<file path="src/rtl/if_stage_pkg.sv">
// ============================================================================
// Module   : if_stage_pkg
// Brief    : Shared constants and counter helper for the RV32I fetch stage.
// Revision : 1.0
// ============================================================================
`default_nettype none

package if_stage_pkg;

    localparam logic [31:0] NOP_INSN         = 32'h0000_0013;
    localparam logic [31:0] RESET_PC_DEFAULT = 32'h0000_0000;

    localparam logic [1:0] BHT_SNT = 2'b00;
    localparam logic [1:0] BHT_WNT = 2'b01;
    localparam logic [1:0] BHT_WT  = 2'b10;
    localparam logic [1:0] BHT_ST  = 2'b11;

    function automatic logic [1:0] bht_next(input logic [1:0] cnt, input logic taken);
        logic [1:0] nxt;
        nxt = cnt;
        if (taken && cnt != BHT_ST)
            nxt = cnt + 2'd1;
        else if (!taken && cnt != BHT_SNT)
            nxt = cnt - 2'd1;
        return nxt;
    endfunction

endpackage

`default_nettype wire

</file>
<file path="src/rtl/if_stage_if.sv">
// ============================================================================
// Module   : if_stage_if
// Brief    : Signal bundle between the fetch stage and its neighbours
//            (hazard unit, decode, execute, instruction memory).
// Revision : 1.0
// ============================================================================
`default_nettype none

interface if_stage_if;

    logic        stall_IF;
    logic        redirect_en;
    logic [31:0] redirect_pc;
    logic [31:0] pc_nxt;
    logic        bht_upd_en;
    logic [31:0] bht_upd_pc;
    logic        bht_upd_taken;
    logic [31:0] imem_addr;
    logic [31:0] imem_data;
    logic [31:0] pc_IF;
    logic [31:0] pc_4_IF;
    logic [31:0] ir_IF;
    logic        predict;

    // The fetch stage itself
    modport master (
        input  stall_IF, redirect_en, redirect_pc, pc_nxt,
        input  bht_upd_en, bht_upd_pc, bht_upd_taken,
        input  imem_data,
        output imem_addr, pc_IF, pc_4_IF, ir_IF, predict
    );

    // Surrounding pipeline and memory
    modport slave (
        output stall_IF, redirect_en, redirect_pc, pc_nxt,
        output bht_upd_en, bht_upd_pc, bht_upd_taken,
        output imem_data,
        input  imem_addr, pc_IF, pc_4_IF, ir_IF, predict
    );

endinterface

`default_nettype wire

</file>
<file path="src/rtl/if_stage_bht.sv">
// ============================================================================
// Module   : bht
// Brief    : Untagged table of 2-bit saturating direction counters with one
//            read port and one update port; reads see pre-update contents.
// Revision : 1.0
// ============================================================================
`default_nettype none

module bht
    import if_stage_pkg::*;
#(
    parameter int IDX_W = 6
) (
    input  wire logic             clk,
    input  wire logic             rst,
    input  wire logic [IDX_W-1:0] rd_idx,
    output logic                  rd_taken,
    input  wire logic             upd_en,
    input  wire logic [IDX_W-1:0] upd_idx,
    input  wire logic             upd_taken
);

    localparam int c_ENTRIES = 1 << IDX_W;

    logic [1:0] r_cnt [c_ENTRIES];

    always_ff @(posedge clk) begin
        if (rst) begin
            for (int i = 0; i < c_ENTRIES; i++)
                r_cnt[i] <= BHT_WNT;
        end else if (upd_en) begin
            r_cnt[upd_idx] <= bht_next(r_cnt[upd_idx], upd_taken);
        end
    end

    assign rd_taken = r_cnt[rd_idx][1];

endmodule

`default_nettype wire

</file>
<file path="src/rtl/if_stage.sv">
// ============================================================================
// Module   : if_stage
// Brief    : RV32I instruction-fetch stage: fetch-address select, IF pipeline
//            registers and optional branch-direction predictor (IF_BHT_EN).
// Revision : 1.0
// ============================================================================
`default_nettype none

module if_stage
    import if_stage_pkg::*;
#(
    parameter logic [31:0] RESET_PC  = RESET_PC_DEFAULT,
    parameter int          BHT_IDX_W = 6
) (
    input  wire logic   clk,
    input  wire logic   rst,
    if_stage_if.master  bus
);

    logic [31:0] w_imem_addr;
    logic        w_lookup;
    logic        w_load;

    logic [31:0] r_pc;
    logic [31:0] r_pc_4;
    logic [31:0] r_ir;
    logic        r_predict;

    assign w_imem_addr = bus.redirect_en ? bus.redirect_pc : bus.pc_nxt;
    // A redirect flushes the stalled consumer, so it overrides the hold
    assign w_load      = bus.redirect_en | ~bus.stall_IF;

`ifdef IF_BHT_EN
    logic w_unused;
    assign w_unused = ^{bus.bht_upd_pc[31:BHT_IDX_W+2], bus.bht_upd_pc[1:0]};

    bht #(
        .IDX_W (BHT_IDX_W)
    ) u_bht (
        .clk       (clk),
        .rst       (rst),
        .rd_idx    (w_imem_addr[BHT_IDX_W+1:2]),
        .rd_taken  (w_lookup),
        .upd_en    (bus.bht_upd_en),
        .upd_idx   (bus.bht_upd_pc[BHT_IDX_W+1:2]),
        .upd_taken (bus.bht_upd_taken)
    );
`else
    logic w_unused;
    assign w_unused = ^{bus.bht_upd_en, bus.bht_upd_pc, bus.bht_upd_taken};
    assign w_lookup = 1'b0;
`endif

    always_ff @(posedge clk) begin
        if (rst) begin
            r_pc      <= RESET_PC - 32'd4;
            r_pc_4    <= RESET_PC;
            r_ir      <= NOP_INSN;
            r_predict <= 1'b0;
        end else if (w_load) begin
            r_pc      <= w_imem_addr;
            r_pc_4    <= w_imem_addr + 32'd4;
            r_ir      <= bus.imem_data;
            r_predict <= w_lookup;
        end
    end

    assign bus.imem_addr = w_imem_addr;
    assign bus.pc_IF     = r_pc;
    assign bus.pc_4_IF   = r_pc_4;
    assign bus.ir_IF     = r_ir;
    assign bus.predict   = r_predict;

endmodule

`default_nettype wire

</file>
<file path="src/flat_wrapper.sv">
// flat-port wrapper written by rule: the top's interface ports become plain ports
module if_stage_flat import if_stage_pkg::*;
#(
    parameter logic [31:0] RESET_PC  = RESET_PC_DEFAULT,
    parameter int          BHT_IDX_W = 6
)
  (clk, rst, bus_stall_IF, bus_redirect_en, bus_redirect_pc, bus_pc_nxt, bus_bht_upd_en, bus_bht_upd_pc, bus_bht_upd_taken, bus_imem_data, bus_imem_addr, bus_pc_IF, bus_pc_4_IF, bus_ir_IF, bus_predict);
  if_stage_if bus_i ();
  input  wire logic clk;
  input  wire logic rst;
  input wire logic [$bits(bus_i.stall_IF)-1:0] bus_stall_IF;
  input wire logic [$bits(bus_i.redirect_en)-1:0] bus_redirect_en;
  input wire logic [$bits(bus_i.redirect_pc)-1:0] bus_redirect_pc;
  input wire logic [$bits(bus_i.pc_nxt)-1:0] bus_pc_nxt;
  input wire logic [$bits(bus_i.bht_upd_en)-1:0] bus_bht_upd_en;
  input wire logic [$bits(bus_i.bht_upd_pc)-1:0] bus_bht_upd_pc;
  input wire logic [$bits(bus_i.bht_upd_taken)-1:0] bus_bht_upd_taken;
  input wire logic [$bits(bus_i.imem_data)-1:0] bus_imem_data;
  output wire logic [$bits(bus_i.imem_addr)-1:0] bus_imem_addr;
  output wire logic [$bits(bus_i.pc_IF)-1:0] bus_pc_IF;
  output wire logic [$bits(bus_i.pc_4_IF)-1:0] bus_pc_4_IF;
  output wire logic [$bits(bus_i.ir_IF)-1:0] bus_ir_IF;
  output wire logic [$bits(bus_i.predict)-1:0] bus_predict;
  assign bus_i.stall_IF = bus_stall_IF;
  assign bus_i.redirect_en = bus_redirect_en;
  assign bus_i.redirect_pc = bus_redirect_pc;
  assign bus_i.pc_nxt = bus_pc_nxt;
  assign bus_i.bht_upd_en = bus_bht_upd_en;
  assign bus_i.bht_upd_pc = bus_bht_upd_pc;
  assign bus_i.bht_upd_taken = bus_bht_upd_taken;
  assign bus_i.imem_data = bus_imem_data;
  assign bus_imem_addr = bus_i.imem_addr;
  assign bus_pc_IF = bus_i.pc_IF;
  assign bus_pc_4_IF = bus_i.pc_4_IF;
  assign bus_ir_IF = bus_i.ir_IF;
  assign bus_predict = bus_i.predict;
  if_stage #(.RESET_PC(RESET_PC), .BHT_IDX_W(BHT_IDX_W)) u_core (.clk(clk), .rst(rst), .bus(bus_i));
endmodule
</file>
<file path="config.mk">
export PLATFORM = sky130hd
export DESIGN_NAME = if_stage_flat
export DESIGN_NICKNAME = d
export VERILOG_FILES = /design/src/rtl/if_stage_pkg.sv /design/src/rtl/if_stage_if.sv /design/src/rtl/if_stage_bht.sv /design/src/rtl/if_stage.sv /design/src/flat_wrapper.sv
export SDC_FILE = /design/constraint.sdc
export NUM_CORES = 1
export LEC_CHECK = 0
export CELL_PAD_IN_SITES_DETAIL_PLACEMENT = 1
export CELL_PAD_IN_SITES_GLOBAL_PLACEMENT = 1
export CORE_MARGIN = 2
export CORE_UTILIZATION = 28
export DETAILED_ROUTE_END_ITERATION = 10
export GPL_TIMING_DRIVEN = 0
export PLACE_DENSITY = 0.89
export SYNTH_ARGS = -nofsm -noshare
export SYNTH_HDL_FRONTEND = slang
export SYNTH_SLANG_ARGS = --single-unit
</file>
<file path="constraint.sdc">
create_clock -name clk -period 5.2 [get_ports clk]
set_clock_uncertainty 0.05 [all_clocks]
set_input_delay 0.52 -clock clk [delete_from_list [all_inputs] [get_ports clk]]
set_output_delay 0.52 -clock clk [all_outputs]
set_load 0.1 [all_outputs]
</file>
### Yosys cells after proc, flatten, opt, wreduce, memory -nomap -nowiden

Index checks and enable logic that the tools add are counted.

| storage, ports and cells | value |
|---|---|
| output and inout port bits | 129 |
| logic and storage cells | 7 |
| bits in registers | 96 |
| bits of input ports | 134 |

| operators by class | value |
|---|---|
| muxes and demuxes | 1 |
| add/sub/neg operators | 1 |
| bitwise operators | 2 |

Operators with widths:

| kind | count |
|---|---|
| 32-bit by 3-bit adder with 32-bit output (second input constant) | 1 |
| 32-bit two-way mux | 1 |
| 1-bit inverter | 1 |
| 1-bit OR | 1 |

### Longest topological paths before layout

| depth | value |
|---|---|
| word-level depth | 2 |
| depth in mapped cells | 11 |
| mapped depth without buffers | 7 |

### Least setup slack after synthesis

OpenSTA, ideal clock, no wires.

| timing path | value |
|---|---|
| kind | in2reg |
| from | input port bus_redirect_en |
| to | register u_core.r_pc_4[18], in the netlist u_core.bus.pc_4_IF[18] |
| required time | 5.028 ns |
| library setup time | 0.122 ns |
| stages | 11 |
| buffers on the path | 4 |
| arrival | 3.268 ns |
| path slack | 1.760 ns |
| path through | buf_6 > buf_4 > buf_2 > buf_2 > mux2_2 > ha_1 > nand4_1 > o22ai_2 > nand4_1 > and3_1 > a311o_1 |

| on the way | value |
|---|---|
| word-level cells in the longest chain between the ends | 2 |
| elaborated cells between the ends (all ways) | 3 |
| classes of those cells | add/sub: 1; mux: 1; bitwise: 1 |

RTL lines:

| element | RTL line | RTL |
|---|---|---|
| start: declaration | flat_wrapper.sv:12 | `input wire logic [$bits(bus_i.redirect_en)-1:0] bus_redirect_en;` |
| 32-bit two-way mux | if_stage.sv:29 | `assign w_imem_addr = bus.redirect_en ? bus.redirect_pc : bus.pc_nxt;` |
| named net bus_imem_addr[3] | flat_wrapper.sv:19 | `output wire logic [$bits(bus_i.imem_addr)-1:0] bus_imem_addr;` |
| 32-bit by 3-bit adder with 32-bit output | if_stage.sv:62 | `r_pc_4 <= w_imem_addr + 32'd4;` |
| end signal: assignment | if_stage.sv:62 |  |
| end: declaration | if_stage.sv:25 | `logic [31:0] r_pc_4;` |

The timed path passes the listed nets, and every way through them passes these cells.
A chain may end at the register's enable or synchronous reset.

### Worst setup path after layout

| timing path | value |
|---|---|
| from | input port bus_redirect_en |
| to | output port bus_imem_addr[7] |

| on the way | value |
|---|---|
| word-level cells in the longest chain between the ends | 1 |

RTL lines:

| element | RTL line |
|---|---|
| 32-bit two-way mux | if_stage.sv:29 |
| end: declaration | flat_wrapper.sv:19 |

Every way passes these cells.

==> flow_summary.ini <==
[outcome]
status = finished clean

[worst_hold_path]
min_path_type = reg2reg
hold-path-cell-count = 2

[clock_tree]
clk_pin_slew_ns = 0.07
cts.sinks = 94
cts_tree = built
cts_hold_buf = 0
h-tree-depth = 3
post_cts_resized = 0
cts_root_buf = clkbuf_16
clk_latency_ns = 0.35
post-cts-setup-buffers = 0
clockBufferDepth = 2
cts_buffers = 9

[global_route]
grt_pass1_wl_um = 30700
grt_max_degree = 16
gr-usage-met2_pct = 41.57
gr-usage-met3_pct = 5.456
grt_pass1_vias = 5452
grt.overflow.total = 0
grtUsageTotal_pct = 23.78
met1_usage_pct = 28.47
antenna_found_initial = 0
grt_busiest_layer = met2

[synthesis]
synth_edf_count = 0
synth_top_cell_by_area = dfxtp_1
synth_area_per_cell_um2 = 7.827
synth_top_area_share_pct = 41.74
syn_area_mm2 = 0.004508
yosysSeqAreaShare_pct = 41.74
ys_seq_elements = 94
netlist_instances = 576
yosysWarnings = 0
ys_types = 54
ys_async_sr_fraction_pct = 0
syn_nets = 711
synth_area_leaders = dfxtp_1 (42%), nand2_1 (10%), a21oi_1 (4.7%), nor2_1 (4.7%), o21ai_0 (3.9%)
synth_ff_type = dfxtp_1

[die]
start_util_pct = 28.48
dieHeight_um = 130.9
rows = 46
core_mm2 = 0.01583
ios = 263
die_width_um = 130.9
dieArea_mm2 = 0.01713

[sta]
hold_slack_ns = 0.4020
period_minus_slack_ns = 4.319
period_share_pct = 83.05
grt_setup_unrepaired = false
setup_viol = 0
hold_violations = 0
slew_violations = 0
clock.fmax_ghz = 0.2316
worst_slew_pin_slew_ns = 1.046
relSlewSlack_pct = 30.02
setup_tns_ns = 0

[route]
drt-total-wl_um = 20610
firstDrtPassIters = 4
drc_errors = 0
vias_per_cell = 5.126
num_vias = 5300
drt_iter0_markers = 313
wl_per_cell_um = 19.94
route.antenna.remaining_nets = 0

[place]
gp_congestion = 0.8376
dp_hpwl_um = 16100
port_buffers = 226

[critical_path]
worstSetupPathType = in2out
critPathRequiredTime_ns = 4.63
cp_max_fo = 10
rr_worst_depth = 3
cp-start-kind = input pin
arrival_ns = 3.75
rrSetupSlack_ns = 4.34
crit_path_end_kind = output pin

[layout]
fin_nets = 948
syn_to_final_growth_pct = 62.64
fin_util_pct = 46.32
drive_above_1_share_pct = 5.379
antenna_cells = 0

[power_and_ir_drop]
ir_worst_vdd_mv = 0.1538
total_power_mw = 2.483
power_density_mw_per_mm2 = 338.6
leakage_nw = 2.858

[job]
cap_viol_max_count = 0
-- placed cells by master (no fill, tap or decap), drive strengths merged, types with 3 or more instances in the layout --
cell	count
a211oi	3
a21oi	42
a311o	4
a31oi	3
and3	9
buf	15
clkbuf	36
clkdlybuf4s50	226
clkinv	3
clkinvlp	3
dfxtp	94
inv	16
mux2	15
mux2i	15
nand2	124
nand3	31
nand3b	6
nand4	10
nand4b	4
nor2	56
nor2b	3
nor3	7
o211ai	7
o21ai	35
o22ai	5
o311ai	3
or4	4
xnor2	9
-- cells in the mapped netlist (3+ instances only) --
library cell  number
nor2b_1            3
nand3_1           31
mux2i_1           15
nand2_1          124
o21ai_0           35
a311o_1            4
xnor2_1            9
o311ai_0           3
and3_1             9
a211oi_1           3
o211ai_1           7
mux2_2            15
or4_1              4
inv_1             16
o22ai_1            4
dfxtp_1           94
nand4b_1           4
nand3b_1           6
buf_1              5
clkbuf_1          26
nor2_1            56
buf_4              6
nor3_1             7
nand4_1            9
a31oi_1            3
a21oi_1           42
-- critical path, stage by stage --
cell and delay (ns):
clkdlybuf4s50_1 0.53, buf_6 0.19, buf_4 0.24, buf_2 0.31
buf_2 0.38, mux2i_1 0.49, inv_1 0.09, clkdlybuf4s50_1 0.98
-- final timing paths --
| path | from | to |
|---|---|---|
| min reg2reg | u_core.bus.ir_IF[19]$_SDFFE_PP0P_ | u_core.bus.ir_IF[19]$_SDFFE_PP0P_ |
| max | bus_redirect_en | bus_imem_addr[7] |
| min | u_core.bus.ir_IF[19]$_SDFFE_PP0P_ | u_core.bus.ir_IF[19]$_SDFFE_PP0P_ |
| max reg2reg | u_core.bus.pc_4_IF[22]$_SDFFE_PP0P_ | u_core.bus.pc_4_IF[22]$_SDFFE_PP0P_ |
-- metal layers --
layer  vias up  part of all wire [%]
met2       196                    49
met3        35                   6.4
met1      2590                    41
met5         -                     0
met4         0                   3.1
li1       2479                     -
-- cells by family after synthesis --
family / synth area share [%]
muxes: 7.077
buffers and inverters: 5.800
and+or+nand+nor: 26.81
AOI/OAI and AO/OA: 16.46
DFF: 41.74
other: 0.08318
xor gates and xnor gates: 1.749
adders and majority gates: 0.2775
-- registers in the layout (all words and copies together) (netlist names) --
name / cells
u_core.bus.ir_IF: 32
u_core.bus.pc_4_IF: 32
u_core.bus.pc_IF: 30
-- through the flow --
| step | std cells | setup WS (ns) | cell area (um^2) |
|---|---|---|---|
| 6_report | 1034 | 0.8813 | 7332 |
| 5_1_grt | 1034 | 0.7647 | 7332 |
| 4_1_cts | 1034 | 0.8784 | 7332 |
| 3_5_place_dp | 1018 | 0.7798 | 7041 |
| 3_3_place_gp | 1018 | 0.8739 | 7041 |
| 2_1_floorplan | 576 | 1.760 | 4508 |
-- report_power, final --
group          internal (mW)  total [mW]  switching, mW
Sequential             0.774       0.802         0.0282
Combinational          0.258        1.01          0.749
Clock                  0.372       0.674          0.302
Total                   1.40        2.48           1.08
-- cell type report --
| class | instances | area [um^2] |
|---|---|---|
| inverters | 17 | 63.81 |
| repair buffers | 226 | 2262 |
| flip-flops and latches | 94 | 1882 |
| well taps | 216 | 270.3 |
| fillers | 1934 | 8496 |
| clock buffers | 10 | 229.0 |
| multi-input cells | 424 | 2365 |
| plain buffers | 41 | 197.7 |
| clock inverters | 6 | 62.56 |
No activity file was read; power rests on OpenSTA's default activity.
